File: src/rtl/ste_led_pkg.sv
// ste_led_pkg: shared sizing, display mode encoding and LED rendering helpers for the LED meter.
// The rendering helpers are sized by LED_N; the meter's LED_NR/HOLD_TICKS defaults come from here.
package ste_led_pkg;

    localparam int LED_N  = 8;
    localparam int HOLD_N = 3;
    localparam int LVL_W  = $clog2(LED_N + 1);
    localparam int HOLD_W = $clog2(HOLD_N + 1);

    typedef enum logic {
        MODE_BAR = 1'b0,
        MODE_DOT = 1'b1
    } mode_e;

    function automatic logic [LED_N-1:0] thermo(input logic [LVL_W-1:0] n);
        logic [LED_N-1:0] t;
        for (int i = 0; i < LED_N; i++) t[i] = 32'(n) > i;
        return t;
    endfunction

    function automatic logic [LED_N-1:0] onehot_at(input logic [LVL_W-1:0] n);
        logic [LED_N-1:0] o;
        for (int i = 0; i < LED_N; i++) o[i] = 32'(n) == i + 1;
        return o;
    endfunction

endpackage

File: src/rtl/ste_led_peak_ch.sv
// ste_led_peak_ch: one meter channel -- sample scaling, level/peak/hold registers and LED rendering.
module ste_led_peak_ch
    import ste_led_pkg::*;
#(
    parameter int DATA_W     = 8,
    parameter int LED_NR     = LED_N,
    parameter int HOLD_TICKS = HOLD_N
) (
    input  logic              clk,
    input  logic              rst_n,
    input  logic [DATA_W-1:0] din,
    input  logic              upd,
    input  logic              tick,
    input  logic              mode,
    input  logic              clr,
    output logic [LED_NR-1:0] led
);

    localparam int SW = DATA_W + $clog2(LED_NR) + 1;

    logic [SW-1:0]     sum;
    logic [LVL_W-1:0]  n;
    logic [LVL_W-1:0]  lvl;
    logic [LVL_W-1:0]  lvl_nx;
    logic [LVL_W-1:0]  pk;
    logic [LVL_W-1:0]  pk_nx;
    logic [HOLD_W-1:0] hold;
    logic [HOLD_W-1:0] hold_nx;
    logic              load;

    // ceil(din * LED_NR / 2^DATA_W): bias by 2^DATA_W-1 before dropping the fraction
    assign sum = SW'(din) * SW'(LED_NR) + SW'((2 ** DATA_W) - 1);
    assign n   = LVL_W'(sum >> DATA_W);

    // a peak load this cycle suppresses the tick; decay compares against the new level
    always_comb begin
        load    = upd && n >= pk;
        lvl_nx  = upd ? n : lvl;
        pk_nx   = load ? n : (tick && hold == '0 && pk > lvl_nx) ? pk - LVL_W'(1) : pk;
        hold_nx = load ? HOLD_W'(HOLD_TICKS) : (tick && hold != '0) ? hold - HOLD_W'(1) : hold;
    end

    always_ff @(posedge clk or negedge rst_n) begin
        if (!rst_n) begin
            lvl  <= '0;
            pk   <= '0;
            hold <= '0;
            led  <= '0;
        end else if (clr) begin
            lvl  <= '0;
            pk   <= '0;
            hold <= '0;
            led  <= '0;
        end else begin
            lvl  <= lvl_nx;
            pk   <= pk_nx;
            hold <= hold_nx;
            led  <= (mode_e'(mode) == MODE_DOT ? onehot_at(lvl) : thermo(lvl)) | onehot_at(pk);
        end
    end

endmodule

File: src/rtl/ste_led_meter.sv
// ste_led_meter: multi-channel LED level meter with per-channel peak hold and decay.
module ste_led_meter
    import ste_led_pkg::*;
#(
    parameter int DATA_W     = 8,
    parameter int LED_NR     = LED_N,
    parameter int CH_NR      = 3,
    parameter int HOLD_TICKS = HOLD_N
) (
    input  logic                       clk,
    input  logic                       rst_n,
    input  logic [DATA_W-1:0]          din_i,
    input  logic [$clog2(CH_NR)-1:0]   din_ch_i,
    input  logic                       din_update_i,
    input  logic                       tick_i,
    input  logic                       mode_i,
    input  logic                       clr_i,
    output logic [CH_NR*LED_NR-1:0]    led_o
);

    // out-of-range channel indices match no instance, so they are dropped here
    for (genvar c = 0; c < CH_NR; c++) begin : g_ch
        ste_led_peak_ch #(
            .DATA_W    (DATA_W),
            .LED_NR    (LED_NR),
            .HOLD_TICKS(HOLD_TICKS)
        ) u_ch (
            .clk  (clk),
            .rst_n(rst_n),
            .din  (din_i),
            .upd  (din_update_i && 32'(din_ch_i) == c),
            .tick (tick_i),
            .mode (mode_i),
            .clr  (clr_i),
            .led  (led_o[c*LED_NR +: LED_NR])
        );
    end

endmodule

File: config.mk
export PLATFORM = sky130hd
export DESIGN_NAME = ste_led_meter
export DESIGN_NICKNAME = d
export VERILOG_FILES = /design/src/rtl/ste_led_pkg.sv /design/src/rtl/ste_led_peak_ch.sv /design/src/rtl/ste_led_meter.sv
export SDC_FILE = /design/constraint.sdc
export NUM_CORES = 1
export LEC_CHECK = 0
export BUFFER_PORTS_ARGS = -buffer_cell sky130_fd_sc_hd__buf_2
export CAP_MARGIN = 0
export CORE_ASPECT_RATIO = 0.5
export CORE_UTILIZATION = 59
export DETAILED_ROUTE_END_ITERATION = 10
export PLACE_DENSITY = 0.8
export REMOVE_ABC_BUFFERS = 1
export SYNTH_ARGS = -nofsm -noshare
export SYNTH_HDL_FRONTEND = slang
export SYNTH_SLANG_ARGS = --single-unit
File: constraint.sdc
create_clock -name clk -period 2.9 [get_ports clk]
set_clock_uncertainty 0.2 [all_clocks]
set_input_delay 0.29 -clock clk [delete_from_list [all_inputs] [get_ports clk]]
set_output_delay 0.29 -clock clk [all_outputs]
set_load 0.1 [all_outputs]
### After elaboration in Yosys (flattened, before gate mapping)

Index checks and enable logic that the tools add are counted.

| storage, ports and cells | value |
|---|---|
| input bits | 16 |
| output and inout bits | 24 |
| word-level logic and storage cells | 160 |
| register bits after elaboration | 54 |

| cells by class | value |
|---|---|
| bitwise operators | 3 |
| multiplexer cells | 30 |
| equal/unequal tests | 50 |
| $lt $le $gt $ge | 30 |
| $add $sub $neg | 7 |
| reductions and logical operators | 28 |

Operator list:

| cell | number |
|---|---|
| == test 4 x 3 -> 1 bit, second input constant | 24 |
| two-way mux 4 bit | 15 |
| == test 4 x 2 -> 1 bit, second input constant | 12 |
| > comparator 4 x 3 -> 1 bit, second input constant | 12 |
| two-way mux 8 bit | 6 |
| == test 4 x 1 -> 1 bit, second input constant | 6 |
| == test 4 bit, second input constant | 6 |
| > comparator 4 x 1 -> 1 bit, second input constant | 6 |
| > comparator 4 x 2 -> 1 bit, second input constant | 6 |
| OR 8 bit | 3 |
| two-way mux 2 bit | 9 |
| nonzero test 3 bit | 6 |
| logical AND 1 bit | 15 |
| adder 11 x 8 -> 12 bit, second input constant | 1 |
| >= comparator 4 bit | 3 |
| > comparator 4 bit | 3 |
| subtractor 4 x 1 -> 4 bit, second input constant | 3 |
| zero test 2 bit | 4 |
| nonzero test 2 bit | 3 |
| subtractor 2 x 1 -> 2 bit, second input constant | 3 |
| == test 2 x 1 -> 1 bit, second input constant | 1 |
| == test 2 bit, second input constant | 1 |

### Logic depth before layout (Yosys ltp)

Gate-level depths: netlist of run 1.

| depth | value |
|---|---|
| word-level depth | 8 |
| gate-level depth with buffers | 12 |
| mapped depth without buffers | 10 |

### Modules after synthesis

Synthesis of run 1 repeated with hierarchy kept, for this count alone.

| unflattened totals | value |
|---|---|
| cells, all modules | 399 |
| area total of the unflattened synthesis | 3,766.1 sq um |

By module, submodules not included:

| module | sequential area each (sq um) | area each (sq um) | cells each | times used |
|---|---|---|---|---|
| ste_led_peak_ch at g_ch[1].u_ch ... | 450.4 | 1,270.0 | 132 | 2 |
| ste_led_peak_ch at g_ch[0].u_ch | 450.4 | 1,196.1 | 132 | 1 |
| ste_led_meter | 0.0 | 30.0 | 3 | 1 |

### Least setup slack after synthesis of run 1

No wires, ideal clock.

| timing | value |
|---|---|
| path type | input to register |
| start point | in din_i[3] |
| end point | reg g_ch[2].u_ch.pk[1] |
| data arrival time | 2.467 ns |
| stages | 10 |
| setup time | 0.078 ns |
| data required time | 2.622 ns |
| setup slack | 0.156 ns |
| buffers on the path | 0 |
| cells stage by stage | nor3_4 -> a21oi_1 -> xor2_1 -> mux2i_1 -> ha_1 -> o21ai_0 -> a21oi_1 -> o21ai_0 -> mux2_2 -> a21oi_1 |

| on the way | value |
|---|---|
| longest elaborated chain between the ends | 5 |
| elaborated cells between the ends (all ways) | 9 |
| those cells by class | add/sub (1); order compare (2); mux (3); reduce/logical (3) |

Ends and longest elaborated chain:

| element | RTL line | RTL |
|---|---|---|
| from (decl) | ste_led_meter.sv:12 | `input logic [DATA_W-1:0] din_i,` |
| adder 11 x 8 -> 12 bit * | ste_led_peak_ch.sv:32 | `assign sum = SW'(din) * SW'(LED_NR) + SW'((2 ** DATA_W) - 1);` |
| two-way mux 4 bit / >= comparator 4 bit (equally long branches) | ste_led_peak_ch.sv:38, ste_led_peak_ch.sv:37 |  |
| > comparator 4 bit / logical AND 1 bit (equally long branches) | ste_led_peak_ch.sv:39, ste_led_peak_ch.sv:37 |  |
| logical AND 1 bit / two-way mux 4 bit (equally long branches) | ste_led_peak_ch.sv:39 | `pk_nx = load ? n : (tick && hold == '0 && pk > lvl_nx) ? pk - LVL_W'(1) : pk;` |
| nonzero test 3 bit (no source line) / two-way mux 4 bit (equally long branches) | n/a |  |
| to (signal assigned) | ste_led_peak_ch.sv:56 | `pk <= pk_nx;` |
| to (decl) | ste_led_peak_ch.sv:25 | `logic [LVL_W-1:0] pk;` |

Mark *: on every way between the ends. The rest lies on a longest branch, timed or not.
A chain may end at the register's enable or synchronous reset.

### Worst setup path in the final report of run 1

Same ends and word-level chain as after synthesis.

==> flow_metrics.py, run 1 <==
metrics = {
    "outcome": {
        "outcome": "finished with violations",
        "violations": "DRC, hold timing",
    },
    "cells_and_area": {
        "finalCoreUtilization_pct": 70.79,
        "final_cell_count_no_fill": 505,
        "final_layout_size_suffix_gt1_share_pct": 16.20,
        "final_area_mm2": 0.004005,
        "layout.nets": 483,
        "fillers": 438,
        "areaGrowthSynthToFinish_pct": 12.08,
        "diodes": 0,
    },
    "power": {
        "peakVddDrop_v": 0.0004441,
        "p_int_w": 0.001863,
        "power_frac_seq_pct": 30.8,
        "p_sw_w": 0.001530,
        "pwr-share-comb_pct": 50.4,
        "p_leak_nw": 1.929,
        "sw_frac_of_total_pct": 45.09,
        "power.density_mw_per_mm2": 847.3,
        "power_frac_clock_pct": 18.8,
    },
    "floorplan": {
        "rows": 19,
        "core-area_mm2": 0.005658,
        "floorplan.die.height_um": 57.03,
        "die_area_mm2": 0.006391,
        "start_util_pct": 63.16,
        "die_w_um": 112.1,
        "io_pins": 40,
    },
    "synthesis": {
        "yosysMostFrequentCell": "nor2_1",
        "async_flop_share_pct": 100.0,
        "synth_simple_gate_area_share_pct": 15.41,
        "ys_ff_latch": 54,
        "yosysWarnings": 0,
        "synth_xor_area_share_pct": 3.922,
        "yosys-top-cells-area": "dfrtp_1 (38%), ha_1 (13%), a21oi_1 (6.4%)",
        "synth_common_cells": "nor2_1 (57), dfrtp_1 (54), a21oi_1 (46), ha_1 (36), inv_1 (24)",
        "synth_fa_ha_area_share_pct": 12.61,
        "synth_flop_cell": "dfrtp_1",
        "synth_area_leader_cell": "dfrtp_1",
        "muxShareOfSynthArea_pct": 3.711,
        "synth_area_per_cell_um2": 9.001,
        "netlist_instances": 397,
        "yosysUniqueCellTypes": 51,
        "synth_area_mm2": 0.003573,
        "synth_top_family_by_area": "compound AO/OA/AOI/OAI gates",
        "synth-edff-count": 0,
        "ys_seq_area_share_pct": 37.82,
        "synth_top_area_share_pct": 37.82,
        "synth_compound_area_share_pct": 21.08,
    },
    "cts": {
        "cts_inserted_buffers": 5,
        "cts_setup_buffers": 0,
        "cts_tree": "yes",
        "cts_root_buf": "clkbuf_16",
        "clock_sinks": 54,
        "cts_max_level": 2,
        "cts_max_path_buffers": 2,
        "clock_latency_ps": 290,
        "clkTransAtPathRegs_ps": 70,
    },
    "place": {
        "gp_congestion": 0.9389,
        "place_area_mm2": 0.003837,
        "dp_hpwl_um": 6071,
        "port-buffer-count": 39,
        "numPlacedInstances": 497,
    },
    "setup_path": {
        "crit_path_frequent_cell": "a21oi_1",
        "crit_end": "g_ch[2].u_ch.pk[1]$_DFFE_PN0P_",
        "cp_max_fo": 6,
        "worstReg2RegStart": "g_ch[2].u_ch.lvl[2]$_DFF_PN0_",
        "max_stage_delay_ps": 380,
        "crit_required_ps": 2910,
        "crit_arrival_ps": 2760,
        "worst-r2r-setup-slack_ps": 480,
        "crit_chain": "buf_2, nor3_4, a21oi_1, xor2_1, buf_4, mux2i_2, ha_1, o21ai_0, a21oi_1, o21ai_1, mux2_2, a21oi_1",
        "start_kind": "primary input",
        "rr_worst_depth": 7,
        "crit_start": "din_i[3]",
        "reg2reg_to": "g_ch[2].u_ch.pk[1]$_DFFE_PN0P_",
        "slowest_stage": "mux2_2",
        "path_class": "primary input to flop",
        "endpoint_kind": "flop",
    },
    "timing": {
        "slew_violations": 0,
        "period_share_pct": 94.81,
        "setup_viol": 0,
        "final_hold_viol_count": 46,
        "max_freq_mhz": 363.7,
        "tightest_slew_ps": 1037,
        "rsz0062_at_grt": "false",
        "slew_headroom_pct": 30.83,
        "fin_hold_ws_ps": -21.72,
        "timing.setup.tns_ps": 0,
        "period_minus_slack_ps": 2750,
    },
    "grt": {
        "grt_pass1_wl_um": 14370,
        "grt_pass1_vias": 3069,
        "grt_start_max_net_pins": 48,
        "antenna_found_initial": 0,
        "grt.overflow.total": 0,
        "grt.total_usage_pct": 28.31,
    },
    "route": {
        "drc": 4,
        "drt_iter0_drc": 229,
        "vias": 3090,
        "via_per_inst": 6.119,
        "drtPass1Iterations": 10,
        "routed_wl_um": 8359,
        "antenna_left": 0,
        "wl_per_cell_um": 16.55,
    },
    "min_path": {
        "hold_class": "primary input to async pin",
    },
    "run": {
        "maxCapViolCount": 0,
    },
}
[what timing repair did]
action	CTS	global route
hold endpoints to repair	0	0
setup endpoints to repair	0	1
resized for setup	0	3
hold buffers	0	0
[metrics by stage]
| step | setup WS [ps] | total power (W) |
|---|---|---|
| floorplan | 155.5 | 0.002327 |
| global placement | -20.94 | 0.002656 |
| detailed placement | -172.0 | 0.002721 |
| CTS | 21.33 | 0.003378 |
| global route | 39.61 | 0.003631 |
| finish | 150.4 | 0.003394 |
[cell usage in the layout (no fill, tap or decap), drive strengths merged, types with 3 or more instances in the layout]
cell type	n
a21o	3
a21oi	46
inv	24
a31oi	4
o211ai	10
dfrtp	54
o21ai	22
buf	50
nand2b	4
o31ai	4
or3	6
nor2	57
nor3	11
nor2b	3
ha	36
and2	5
a221oi	5
clkbuf	7
mux2i	11
xnor2	14
a41oi	3
nand2	17
a32oi	4
nand3	4
[how the worst min path moves through the flow]
stage / slack, ps / start / to / cells past startpoint
finish: -20 / rst_n / g_ch[0].u_ch.led[5]$_DFF_PN0_ / 1
global route: 70 / rst_n / g_ch[0].u_ch.led[5]$_DFF_PN0_ / 1
CTS: 20 / rst_n / g_ch[0].u_ch.led[5]$_DFF_PN0_ / 1
detailed placement: 330 / rst_n / g_ch[0].u_ch.led[5]$_DFF_PN0_ / 1
global placement: 310 / rst_n / g_ch[0].u_ch.led[5]$_DFF_PN0_ / 1
floorplan: -210 / rst_n / g_ch[0].u_ch.hold[0]$_DFFE_PN0P_ / 0
[logic make-up (layout without fill, tap and decap cells)]
logic type | count (synthesis) | in the layout
and+or+nand+nor | 115 | 115
AOI/OAI and AO/OA | 116 | 116
xor gates and xnor gates | 16 | 16
muxes | 13 | 13
adders and majority gates | 36 | 36
DFF | 54 | 54
buffers and inverters | 47 | 82
[per-layer routing]
| metal | wire [um] | vias up | GRT usage [%] |
|---|---|---|---|
| met5 | 0 | - | 0 |
| met4 | 103 | 0 | 9.143 |
| met3 | 652 | 10 | 4.357 |
| met2 | 3914 | 141 | 47.29 |
| met1 | 3688 | 1463 | 38.70 |
| li1 | - | 1476 | - |
[power by group through the flow]
stage                     logic [W]  registers [W]  clock network [W]
after global routing        0.00189        0.00106           0.000678
after floorplan             0.00100        0.00133                  0
after detailed placement    0.00167        0.00105                  0
after CTS                   0.00169        0.00104           0.000646
after global placement      0.00161        0.00105                  0
final                       0.00171        0.00105           0.000639
[final cells by class]
cell class	count	area, um2	share of cell area (%)
sequential	54	1351	33.74
multi-input combinational	296	2033	50.77
clock inverter	1	8.758	0.2187
tap	73	91.34	2.281
clock buffer	7	152.6	3.811
timing repair buffer	50	277.8	6.935
inverter	24	90.09	2.249
[registers in the layout (all words and copies together) (netlist names)]
name            flops
g_ch.u_ch.lvl      12
g_ch.u_ch.led      24
g_ch.u_ch.hold      6
g_ch.u_ch.pk       12
[worst max-delay path: cells and delay by family]
kind	cells	cell delay, ps
and+or+nand+nor	1	250
muxes	2	590
adders and majority gates	1	290
AOI/OAI and AO/OA	5	860
buffers and inverters	2	300
xor gates and xnor gates	1	180
Note: power is estimated with default switching activity, not from simulation.
==> run 2: changes to the inputs <==
--- a/config.mk
+++ b/config.mk
@@ -8,9 +8,8 @@
 export BUFFER_PORTS_ARGS = -buffer_cell sky130_fd_sc_hd__buf_2
 export CAP_MARGIN = 0
 export CORE_ASPECT_RATIO = 0.5
-export CORE_UTILIZATION = 59
+export CORE_UTILIZATION = 35
 export DETAILED_ROUTE_END_ITERATION = 10
-export PLACE_DENSITY = 0.8
 export REMOVE_ABC_BUFFERS = 1
 export SYNTH_ARGS = -nofsm -noshare
 export SYNTH_HDL_FRONTEND = slang
==> flow_metrics.py, run 2 (synthesis results as in run 1) <==
metrics = {
    "run": {
        "maxCapViolCount": 0,
    },
    "route": {
        "drc": 0,
        "antenna_left": 0,
        "via_per_inst": 5.192,
        "vias": 2975,
        "drtPass1Iterations": 4,
        "routed_wl_um": 8408,
        "drt_iter0_drc": 164,
        "wl_per_cell_um": 14.67,
    },
    "floorplan": {
        "floorplan.die.height_um": 73.45,
        "die_area_mm2": 0.01064,
        "core-area_mm2": 0.009666,
        "die_w_um": 144.9,
        "io_pins": 40,
        "start_util_pct": 36.97,
        "rows": 25,
    },
    "setup_path": {
        "crit_chain": "buf_2, nor2_1, a21oi_1, and2_1, ha_1, a211o_1, o41ai_2, or2_1, a211oi_1",
        "cp_max_fo": 9,
        "rr_worst_depth": 7,
        "crit_arrival_ps": 2600,
        "max_stage_delay_ps": 360,
        "crit_required_ps": 2850,
        "slowest_stage": "o41ai_2",
        "start_kind": "primary input",
        "path_class": "primary input to flop",
        "worstReg2RegStart": "g_ch[1].u_ch.lvl[3]$_DFF_PN0_",
        "reg2reg_to": "g_ch[1].u_ch.pk[3]$_DFFE_PN0P_",
        "endpoint_kind": "flop",
        "worst-r2r-setup-slack_ps": 600,
    },
    "power": {
        "finalPower_w": 0.003368,
        "pwr-share-comb_pct": 50.9,
        "peakVddDrop_v": 0.0002320,
        "power_frac_seq_pct": 31.0,
        "p_int_w": 0.001863,
        "power_frac_clock_pct": 18.1,
        "p_leak_nw": 1.956,
        "p_sw_w": 0.001505,
        "sw_frac_of_total_pct": 44.69,
        "power.density_mw_per_mm2": 819.5,
    },
    "cells_and_area": {
        "largest_reg_flops": 24,
        "top_register": "g_ch.u_ch.led",
        "layout.nets": 489,
        "final_layout_size_suffix_gt1_share_pct": 16.44,
        "areaGrowthSynthToFinish_pct": 15.02,
        "final_cell_mix": "nor2_1 (57), dfrtp_1 (54), a21oi_1 (46), buf_2 (39), ha_1 (36)",
        "diodes": 0,
        "final_area_mm2": 0.004110,
        "finalCoreUtilization_pct": 42.52,
        "final_common_cell": "nor2_1",
        "largestRegisters": "g_ch.u_ch.led (24), g_ch.u_ch.lvl (12), g_ch.u_ch.pk (12)",
        "final_cell_count_no_fill": 573,
    },
    "place": {
        "place_area_mm2": 0.003953,
        "gp_congestion": 0.8770,
        "numPlacedInstances": 564,
        "port-buffer-count": 39,
        "dp_hpwl_um": 6225,
    },
    "grt": {
        "antenna_found_initial": 0,
        "grt_start_max_net_pins": 33,
        "grt_pass1_vias": 2842,
        "grt.total_usage_pct": 17.04,
        "grt_pass1_wl_um": 13900,
        "grt.overflow.total": 0,
    },
    "cts": {
        "cts_inserted_buffers": 5,
        "cts_setup_buffers": 0,
        "cts_max_level": 2,
        "cts_max_path_buffers": 2,
        "clock_latency_ps": 290,
        "cts_root_buf": "clkbuf_16",
        "clock_sinks": 54,
        "cts_tree": "yes",
        "clkTransAtPathRegs_ps": 70,
    },
    "timing": {
        "slew_violations": 0,
        "period_share_pct": 91.29,
        "slew_headroom_pct": 53.42,
        "setup_viol": 0,
        "final_hold_viol_count": 0,
        "max_freq_mhz": 377.7,
        "tightest_slew_ps": 694.1,
        "rsz0062_at_grt": "false",
        "period_minus_slack_ps": 2648,
    },
    "outcome": {
        "outcome": "finished clean",
    },
    "min_path": {
        "hold_depth": 2,
        "min_to": "g_ch[0].u_ch.led[5]$_DFF_PN0_",
        "hold_class": "primary input to flop",
        "min-delay-start": "clr_i",
    },
}
## run 2: cell count changes in the layout (fill, tap and decap cells not counted), sizes merged
cell,change
buf,+5
dlygate4sd3,+1
## run 2: how the worst max path moves through the flow
stage	startpoint	endpoint	slack [ps]
finish	din_i[2]	g_ch[0].u_ch.pk[2]$_DFFE_PN0P_	250
detailed placement	din_i[2]	g_ch[0].u_ch.pk[2]$_DFFE_PN0P_	-30
global placement	din_i[2]	g_ch[0].u_ch.pk[2]$_DFFE_PN0P_	40
floorplan	din_i[3]	g_ch[2].u_ch.pk[1]$_DFFE_PN0P_	160
global route	din_i[2]	g_ch[2].u_ch.pk[2]$_DFFE_PN0P_	50
CTS	din_i[2]	g_ch[0].u_ch.pk[2]$_DFFE_PN0P_	260
## run 2: timing repair
action / 4_1_cts / 5_1_grt
resized for setup: 0 / 0
endpoints found under the setup margin: 0 / 0
hold endpoints to repair: 22 / 0
hold buffers: 1 / 0
## run 2: cell type report
class | count | area (um2)
clock buffers | 7 | 142.6
clock inverters | 1 | 5.005
fillers | 980 | 5555
inverters | 24 | 90.09
multi-input cells | 296 | 2027
flip-flops and latches | 54 | 1351
well taps | 135 | 168.9
repair buffers | 56 | 325.3
## run 2: critical path: cells and delay by family
family	cells	cell delay (ps)
adder cells (fa/ha/maj)	1	350
AO/OA/AOI/OAI	4	970
AND/OR/NAND/NOR	3	870
buffers and inverters	1	120
## run 2: routing by layer
metal	global-route usage (%)	part of all wire, %
met5	0	0
met4	3.860	0.81
met3	3.390	3.7
met2	27.88	45
met1	23.30	50
## run 2: per-stage QoR
stage | hold WS, ps | setup TNS, ps | setup WS, ps
after floorplan | -205.6 | 0 | 155.5
after CTS | 261.1 | 0 | 263.6
after detailed placement | 96.29 | -83.18 | -25.40
after global routing | 274.8 | 0 | 52.79
after global placement | 87.07 | 0 | 42.55
final | 266.7 | 0 | 252.5
## run 2: power by group through the flow
stage / Clock, W / Combinational (W) / Sequential (W)
2_1_floorplan: 0 / 0.00100 / 0.00133
3_3_place_gp: 0 / 0.00169 / 0.00105
3_5_place_dp: 0 / 0.00170 / 0.00106
4_1_cts: 0.000636 / 0.00171 / 0.00104
5_1_grt: 0.000661 / 0.00191 / 0.00107
6_report: 0.000610 / 0.00172 / 0.00104
